**src/rtl/params_pkg.sv**
```systemverilog
// Shared parameters and types for the memory-side arbiter.
// Line width and physical address width are fixed here for the whole core.
package params_pkg;

    localparam int unsigned PADDR_WIDTH      = 32;
    localparam int unsigned CACHE_LINE_BYTES = 16;

    typedef enum logic [1:0] {
        BYTE  = 2'd0,
        HALF  = 2'd1,
        WORD  = 2'd2,
        DWORD = 2'd3
    } access_size_t;

    typedef enum logic {
        OWN_IC = 1'b0,
        OWN_DC = 1'b1
    } arb_owner_t;

    typedef enum logic {
        IDLE = 1'b0,
        BUSY = 1'b1
    } arb_state_t;

endpackage

```
**src/rtl/mem_arb_pick.sv**
```systemverilog
// Winner selection between instruction and data cache requests.
// MEM_ARB_RR_EN selects round-robin; otherwise the data cache has fixed priority.
module mem_arb_pick
    import params_pkg::*;
(
    input  logic       ic_req,
    input  logic       dc_req,
    input  arb_owner_t last_owner,
    output arb_owner_t winner
);

`ifdef MEM_ARB_RR_EN
    always_comb begin
        if (ic_req && dc_req) begin
            // On contention the side that did not win last time goes first
            winner = (last_owner == OWN_IC) ? OWN_DC : OWN_IC;
        end else if (dc_req) begin
            winner = OWN_DC;
        end else begin
            winner = OWN_IC;
        end
    end
`else
    logic w_unused_inputs;
    assign w_unused_inputs = ic_req ^ last_owner;

    always_comb begin
        winner = dc_req ? OWN_DC : OWN_IC;
    end
`endif

endmodule

```
**src/rtl/mem_arbiter.sv**
```systemverilog
// Two-client memory arbiter (I-cache / D-cache), one transaction outstanding.
// Define MEM_ARB_RR_EN for round-robin arbitration; default is D-cache priority.
module mem_arbiter
    import params_pkg::*;
#(
    parameter int unsigned PADDR_WIDTH = params_pkg::PADDR_WIDTH,
    parameter int unsigned LINE_WIDTH  = params_pkg::CACHE_LINE_BYTES * 8
) (
    input  logic                   clk_i,
    input  logic                   rst_i,

    input  logic                   ic_req_i,
    input  logic [PADDR_WIDTH-1:0] ic_addr_i,
    output logic                   ic_gnt_o,
    output logic                   ic_rvalid_o,
    output logic [LINE_WIDTH-1:0]  ic_rdata_o,

    input  logic                   dc_req_i,
    input  logic                   dc_we_i,
    input  logic [PADDR_WIDTH-1:0] dc_addr_i,
    input  logic [LINE_WIDTH-1:0]  dc_wdata_i,
    input  access_size_t           dc_size_i,
    output logic                   dc_gnt_o,
    output logic                   dc_rvalid_o,
    output logic [LINE_WIDTH-1:0]  dc_rdata_o,

    output logic                   mem_req_o,
    output logic                   mem_we_o,
    output logic [PADDR_WIDTH-1:0] mem_addr_o,
    output logic [LINE_WIDTH-1:0]  mem_wdata_o,
    output access_size_t           mem_size_o,
    input  logic                   mem_rvalid_i,
    input  logic [LINE_WIDTH-1:0]  mem_rdata_i
);

    arb_state_t r_state;
    arb_owner_t r_owner;
    arb_owner_t w_winner;
    arb_owner_t w_last_owner;
    logic       w_any_req;

    assign w_any_req = ic_req_i | dc_req_i;

`ifdef MEM_ARB_RR_EN
    arb_owner_t r_last_owner;
    assign w_last_owner = r_last_owner;
`else
    assign w_last_owner = OWN_IC;
`endif

    mem_arb_pick u_pick (
        .ic_req     (ic_req_i),
        .dc_req     (dc_req_i),
        .last_owner (w_last_owner),
        .winner     (w_winner)
    );

    always_ff @(posedge clk_i) begin
        if (rst_i) begin
            r_state      <= IDLE;
            r_owner      <= OWN_IC;
`ifdef MEM_ARB_RR_EN
            r_last_owner <= OWN_IC;
`endif
        end else begin
            case (r_state)
                IDLE: begin
                    if (w_any_req) begin
                        r_state      <= BUSY;
                        r_owner      <= w_winner;
`ifdef MEM_ARB_RR_EN
                        r_last_owner <= w_winner;
`endif
                    end
                end
                BUSY: begin
                    if (mem_rvalid_i) begin
                        r_state <= IDLE;
                    end
                end
                default: r_state <= IDLE;
            endcase
        end
    end

    // Grant and response are combinational so neither path adds a cycle
    always_comb begin
        ic_gnt_o    = 1'b0;
        dc_gnt_o    = 1'b0;
        ic_rvalid_o = 1'b0;
        dc_rvalid_o = 1'b0;
        mem_req_o   = 1'b0;
        mem_we_o    = 1'b0;
        mem_addr_o  = '0;
        mem_wdata_o = '0;
        mem_size_o  = WORD;

        if ((r_state == IDLE) && w_any_req) begin
            mem_req_o = 1'b1;
            if (w_winner == OWN_DC) begin
                dc_gnt_o    = 1'b1;
                mem_we_o    = dc_we_i;
                mem_addr_o  = dc_addr_i;
                mem_wdata_o = dc_wdata_i;
                mem_size_o  = dc_size_i;
            end else begin
                ic_gnt_o    = 1'b1;
                mem_addr_o  = ic_addr_i;
            end
        end

        if ((r_state == BUSY) && mem_rvalid_i) begin
            ic_rvalid_o = (r_owner == OWN_IC);
            dc_rvalid_o = (r_owner == OWN_DC);
        end
    end

    assign ic_rdata_o = mem_rdata_i;
    assign dc_rdata_o = mem_rdata_i;

endmodule

```
**config.mk**
```make
export PLATFORM = sky130hd
export DESIGN_NAME = mem_arbiter
export DESIGN_NICKNAME = d
export VERILOG_FILES = /design/src/rtl/params_pkg.sv /design/src/rtl/mem_arb_pick.sv /design/src/rtl/mem_arbiter.sv
export SDC_FILE = /design/constraint.sdc
export NUM_CORES = 1
export LEC_CHECK = 0
export BUFFER_PORTS_ARGS = -buffer_cell sky130_fd_sc_hd__buf_2
export CORE_AREA = 2 2 296 298
export DETAILED_ROUTE_END_ITERATION = 8
export DIE_AREA = 0 0 298 300
export GPL_ROUTABILITY_DRIVEN = 0
export PLACE_DENSITY_LB_ADDON = 0.08
export REMOVE_ABC_BUFFERS = 1
export SLEW_MARGIN = 25
export SYNTH_ARGS = -nofsm -noshare
export SYNTH_HDL_FRONTEND = slang
export SYNTH_SLANG_ARGS = --single-unit
```
**constraint.sdc**
```tcl
create_clock -name clk_i -period 1 [get_ports clk_i]
set_input_delay 0.05 -clock clk_i [delete_from_list [all_inputs] [get_ports clk_i]]
set_output_delay 0.05 -clock clk_i [all_outputs]
set_load 0.01 [all_outputs]
```
---- Word-level counts from Yosys, hierarchy flattened ----
Index checks and enable logic that the tools add are counted.
cells by class
  reductions and logical operators ........ 3
  muxes and demuxes ....................... 19
  bitwise logic cells ..................... 3
operators with widths
  cell                                count
  128-bit two-way mux                 2
  32-bit two-way mux                  2
  1-bit two-way mux                   12
  2-bit two-way mux                   2
  1-bit logical AND                   2
  1-bit inverter                      2
  1-bit case mux with 2 select lines  1
  2-bit AND reduction                 1
  1-bit OR                            1
word-level totals
  output and inout bits ................... 424
  logic and storage cells ................. 27
  bits in registers ....................... 2
  input bits .............................. 328

---- Logic depth before layout (Yosys ltp) ----
  depth after elaboration ................. 3
  gate-level depth with buffers ........... 6
  gate-level depth less buffers ........... 2

---- Modules after synthesis ----
Synthesis repeated with hierarchy kept, for this count alone.
second synthesis, totals
  cell total of the unflattened synthesis .. 503
  area, all modules ....................... 3529.6 sq um
modules (own cells, without submodules)
  module        instances  area each (sq um)  cells each  seq. area each (sq um)
  mem_arbiter   1          3522.1             502         40.0
  mem_arb_pick  1          7.5                1           0.0

---- Worst setup path before layout ----
OpenSTA, ideal clock, no wires.
  kind .................................... register -> output
  start ................................... register r_state
  end ..................................... output port mem_wdata_o[100]
  arrival ................................. 1041 ps
  required time ........................... 950 ps
  stages on the path, launching flop included .. 7
  path buffers ............................ 4
  path slack .............................. -91 ps
  cells stage by stage .................... dfxtp_1 -> buf_6 -> nor2b_2 -> buf_6 -> buf_6 -> buf_6 -> and2_1
on the way
  word-level cells in the longest chain between the ends .. 3
ends and longest elaborated chain
  what                    RTL line           RTL
  start, declared         mem_arbiter.sv:36  arb_state_t r_state;
  start signal, assigned  mem_arbiter.sv:60  r_state <= IDLE;
  start signal, assigned  mem_arbiter.sv:69  r_state <= BUSY;
  start signal, assigned  mem_arbiter.sv:78  r_state <= IDLE;
  1-bit inverter          --
  1-bit logical AND       mem_arbiter.sv:98  if ((r_state == IDLE) && w_any_req) begin
  128-bit two-way mux     mem_arbiter.sv:98
  end, declared           mem_arbiter.sv:30  output logic [LINE_WIDTH-1:0] mem_wdata_o,
No other way between the ends.

---- Worst setup path in the final report ----
  start ................................... register r_state
  end ..................................... output port mem_wdata_o[16]
The elaborated chain is that of the path after synthesis.

==> summary.txt <==
Status
  – Status: finished with violations
  – Failing checks: setup timing

STA
  – Setup TNS Final: -63.94 ns
  – RSZ-0062 raised after global routing: true
  – Worst Skew: 0.000212 ns
  – Final Hold Viols: 0
  – Highest clock rate: 0.693 GHz
  – Period utilisation layout: 1.44
  – Hold Slack: 0.101 ns
  – Final worst slack: -0.442 ns
  – Slew headroom: 0.860
  – Final Slew Violations: 0
  – Worst Tran Pin Value: 0.210 ns
  – Setup-failing EPs final: 170
  – Post-layout minimum cycle time: 1.44 ns

GRT
  – First-pass GRT wire length: 96700 µm
  – GR Overflow Total: 0
  – Initial antenna violation count: 56
  – Met2 usage: 0.261
  – Vias in the first global route: 4637
  – Most used routing layer: met2
  – Gr usage total: 0.181
  – Largest net degree at the start of global routing: 37
  – Grt met3 use: 0.217
  – GR Layer Usage met1: 0.163

Logic synthesis
  – Xor/xnor share of the synthesized area: 0
  – Post-Synth Simple-Gate Area: 0.341
  – Avg Cell Area, Syn: 6.76 µm²
  – Largest family of logic cells by synthesized area: buffers and inverters
  – Yosys warnings: 0
  – Sequential-to-total area share from yosys stat: 0.0113
  – Post-Synth Adder-Cell Area: 0
  – Cell count after synthesis: 524
  – Unique masters post-synth: 18
  – Number of synthesized register bits: 2
  – Multiplexer share of the synthesized area: 0
  – Complex-gate fraction of the synthesized area: 0.0533
  – Synth Cell Area: 3540 µm²
  – Post-synth top area share: 0.543
  – Synth area leaders: buf_4 (54%), and2_1 (23%), nand3b_1 (6.4%)
  – Largest area contributor in the netlist: buf_4

Layout
  – Layout cell share with drive strength beyond 1: 0.780
  – Fin cells: 1820
  – Design Area, Final: 6360 µm²
  – Most common cell after layout, fill and taps aside: buf_2
  – Commonest cells after routing, fill and taps aside: buf_2 (267), buf_6 (89), and2_1 (71)
  – Final net count: 980
  – Post-synthesis to final-layout area growth: 79.6%

Clock tree
  – H-tree depth: 1
  – Post-CTS Hold Buffers: 0
  – Total clock sinks: 2
  – TritonCTS buffer count: 3
  – CTS root buffer: clkbuf_16
  – Reg clk slew, reported paths: 0.03 ns
  – Clock latency on the worst-skew pair: 0.22 ns
  – Clk buf depth: 2
  – TritonCTS clock tree: yes

Placed design
  – Placed wire-length estimate: 75300 µm
  – # port buffers: 367
  – Inst Count DP: 1785
  – DP Worst Slack: -0.391 ns
  – Placed inst area: 4990 µm²

Power and ir drop
  – Combinational share of power: 0.810
  – Maximum vdd ir drop: 0.449 mV
  – P_int: 2.07 mW
  – Sequential power share: 0.027
  – Net Sw Frac: 0.432
  – Pwr Density: 573 nW/µm²
  – Clock Power Share: 0.163
  – P_leak: 2.77 nW
  – P_sw: 1.57 mW

Setup path
  – CP endpoint kind: output port
  – Setup CP Type: reg -> out
  – Crit path cell chain: nor2b_4 > buf_12 > buf_16 > and2_4 > buf_4
  – Crit path largest cell delay: 0.34 ns
  – Slowest-stage cell, CP: dfxtp_4
  – Crit path arrival time: 1.39 ns
  – Worst Path Max Fanout: 31
  – Critical path startpoint category: flip-flop
  – Worst EP required: 0.95 ns

Floorplanning
  – Initial Util: 0.0411
  – Die height: 300 µm
  – Core area: 86200 µm²
  – Full die area: 89400 µm²
  – Die W: 298 µm
  – Top Ports: 752
  – Core Rows: 108

Route
  – Via Count: 4777
  – Routed WL: 84500 µm
  – 1st-pass router iterations: 4
  – Starting DRC count in detailed routing: 293
  – Final ANT Viol Nets: 0
  – DR vias/cell: 2.62
  – Routed len/inst: 46.4 µm
  – DRC viols: 0

Run
  – # Max-Cap Violations: 0

Worst hold path
  – Hold Path Class: in -> out
-- per-stage QoR --
stage          utilization  power [mW]
6_report            0.0738        3.64
5_1_grt             0.0736        3.90
4_1_cts             0.0704        3.62
3_5_place_dp        0.0579        2.37
3_3_place_gp        0.0579        2.41
2_1_floorplan            -       0.741
-- state kept, by name, indices dropped and copies added, names as in the netlist --
signal	cells
r_state	1
r_owner	1
-- timing repair --
item / in CTS / in global routing
cloned: 5 / 1
endpoints found under the setup margin: 170 / 170
endpoints found under the hold margin: 0 / 0
resized for setup: 222 / 72
pin swaps: 13 / 11
setup buffers: 12 / 1
-- cells in the mapped netlist --
cell and count:
buf_4 256, and2_1 130, nand2_1 31, a21oi_1 30
nand3b_1 30, clkbuf_1 16, buf_6 8, buf_2 6
nor2_1 5, a32o_1 2, dfxtp_1 2, nand2b_1 2
a22o_1 1, and3_1 1, inv_1 1, nor2b_1 1
nor2b_2 1, o311a_1 1
-- logic make-up (layout without fill, tap and decap cells) --
family | Yosys count | after routing
buffers and inverters | 287 | 413
and+or+nand+nor | 201 | 201
AOI/OAI and AO/OA | 34 | 34
DFF | 2 | 2
other | 0 | 15
-- final timing paths --
path | startpoint | end | slack [ns] | cells after the start
hold reg to reg | r_owner$_SDFFE_PP0P_ | r_owner$_SDFFE_PP0P_ | 0.69 | 2
setup reg to reg | r_state$_SDFF_PP0_ | r_owner$_SDFFE_PP0P_ | -0.23 | 5
setup / recovery | r_state$_SDFF_PP0_ | mem_wdata_o[16] | -0.44 | 5
hold / removal | mem_rdata_i[49] | ic_rdata_o[49] | 0.10 | 0
-- per-layer routing --
metal / vias up / wire [µm]
li1: 1639 / -
met1: 2104 / 27100
met2: 883 / 34300
met3: 94 / 20700
met4: 57 / 1130
met5: - / 1310
-- power groups by stage --
stage | combinational (mW) | sequential [mW] | clock, mW
floorplan | 0.627 | 0.114 | 0
global placement | 2.31 | 0.0988 | 0
detailed placement | 2.27 | 0.0981 | 0
CTS | 2.92 | 0.0955 | 0.605
global route | 3.18 | 0.0977 | 0.618
finish | 2.95 | 0.0967 | 0.595
-- critical path: cells and delay by family (launching register included) --
family | cells | cell delay (ns)
flops | 1 | 0.34
buf+inv | 3 | 0.50
simple gates | 2 | 0.30
-- cell type report --
class | instances | area [µm²]
inverters | 1 | 3.75
diodes | 15 | 37.5
clock buffers | 3 | 75.1
well taps | 1155 | 1450
flip-flops and latches | 2 | 43.8
fillers | 10300 | 79900
repair buffers | 409 | 3020
multi-input cells | 235 | 1740
Power figures use the tool's default switching activity.
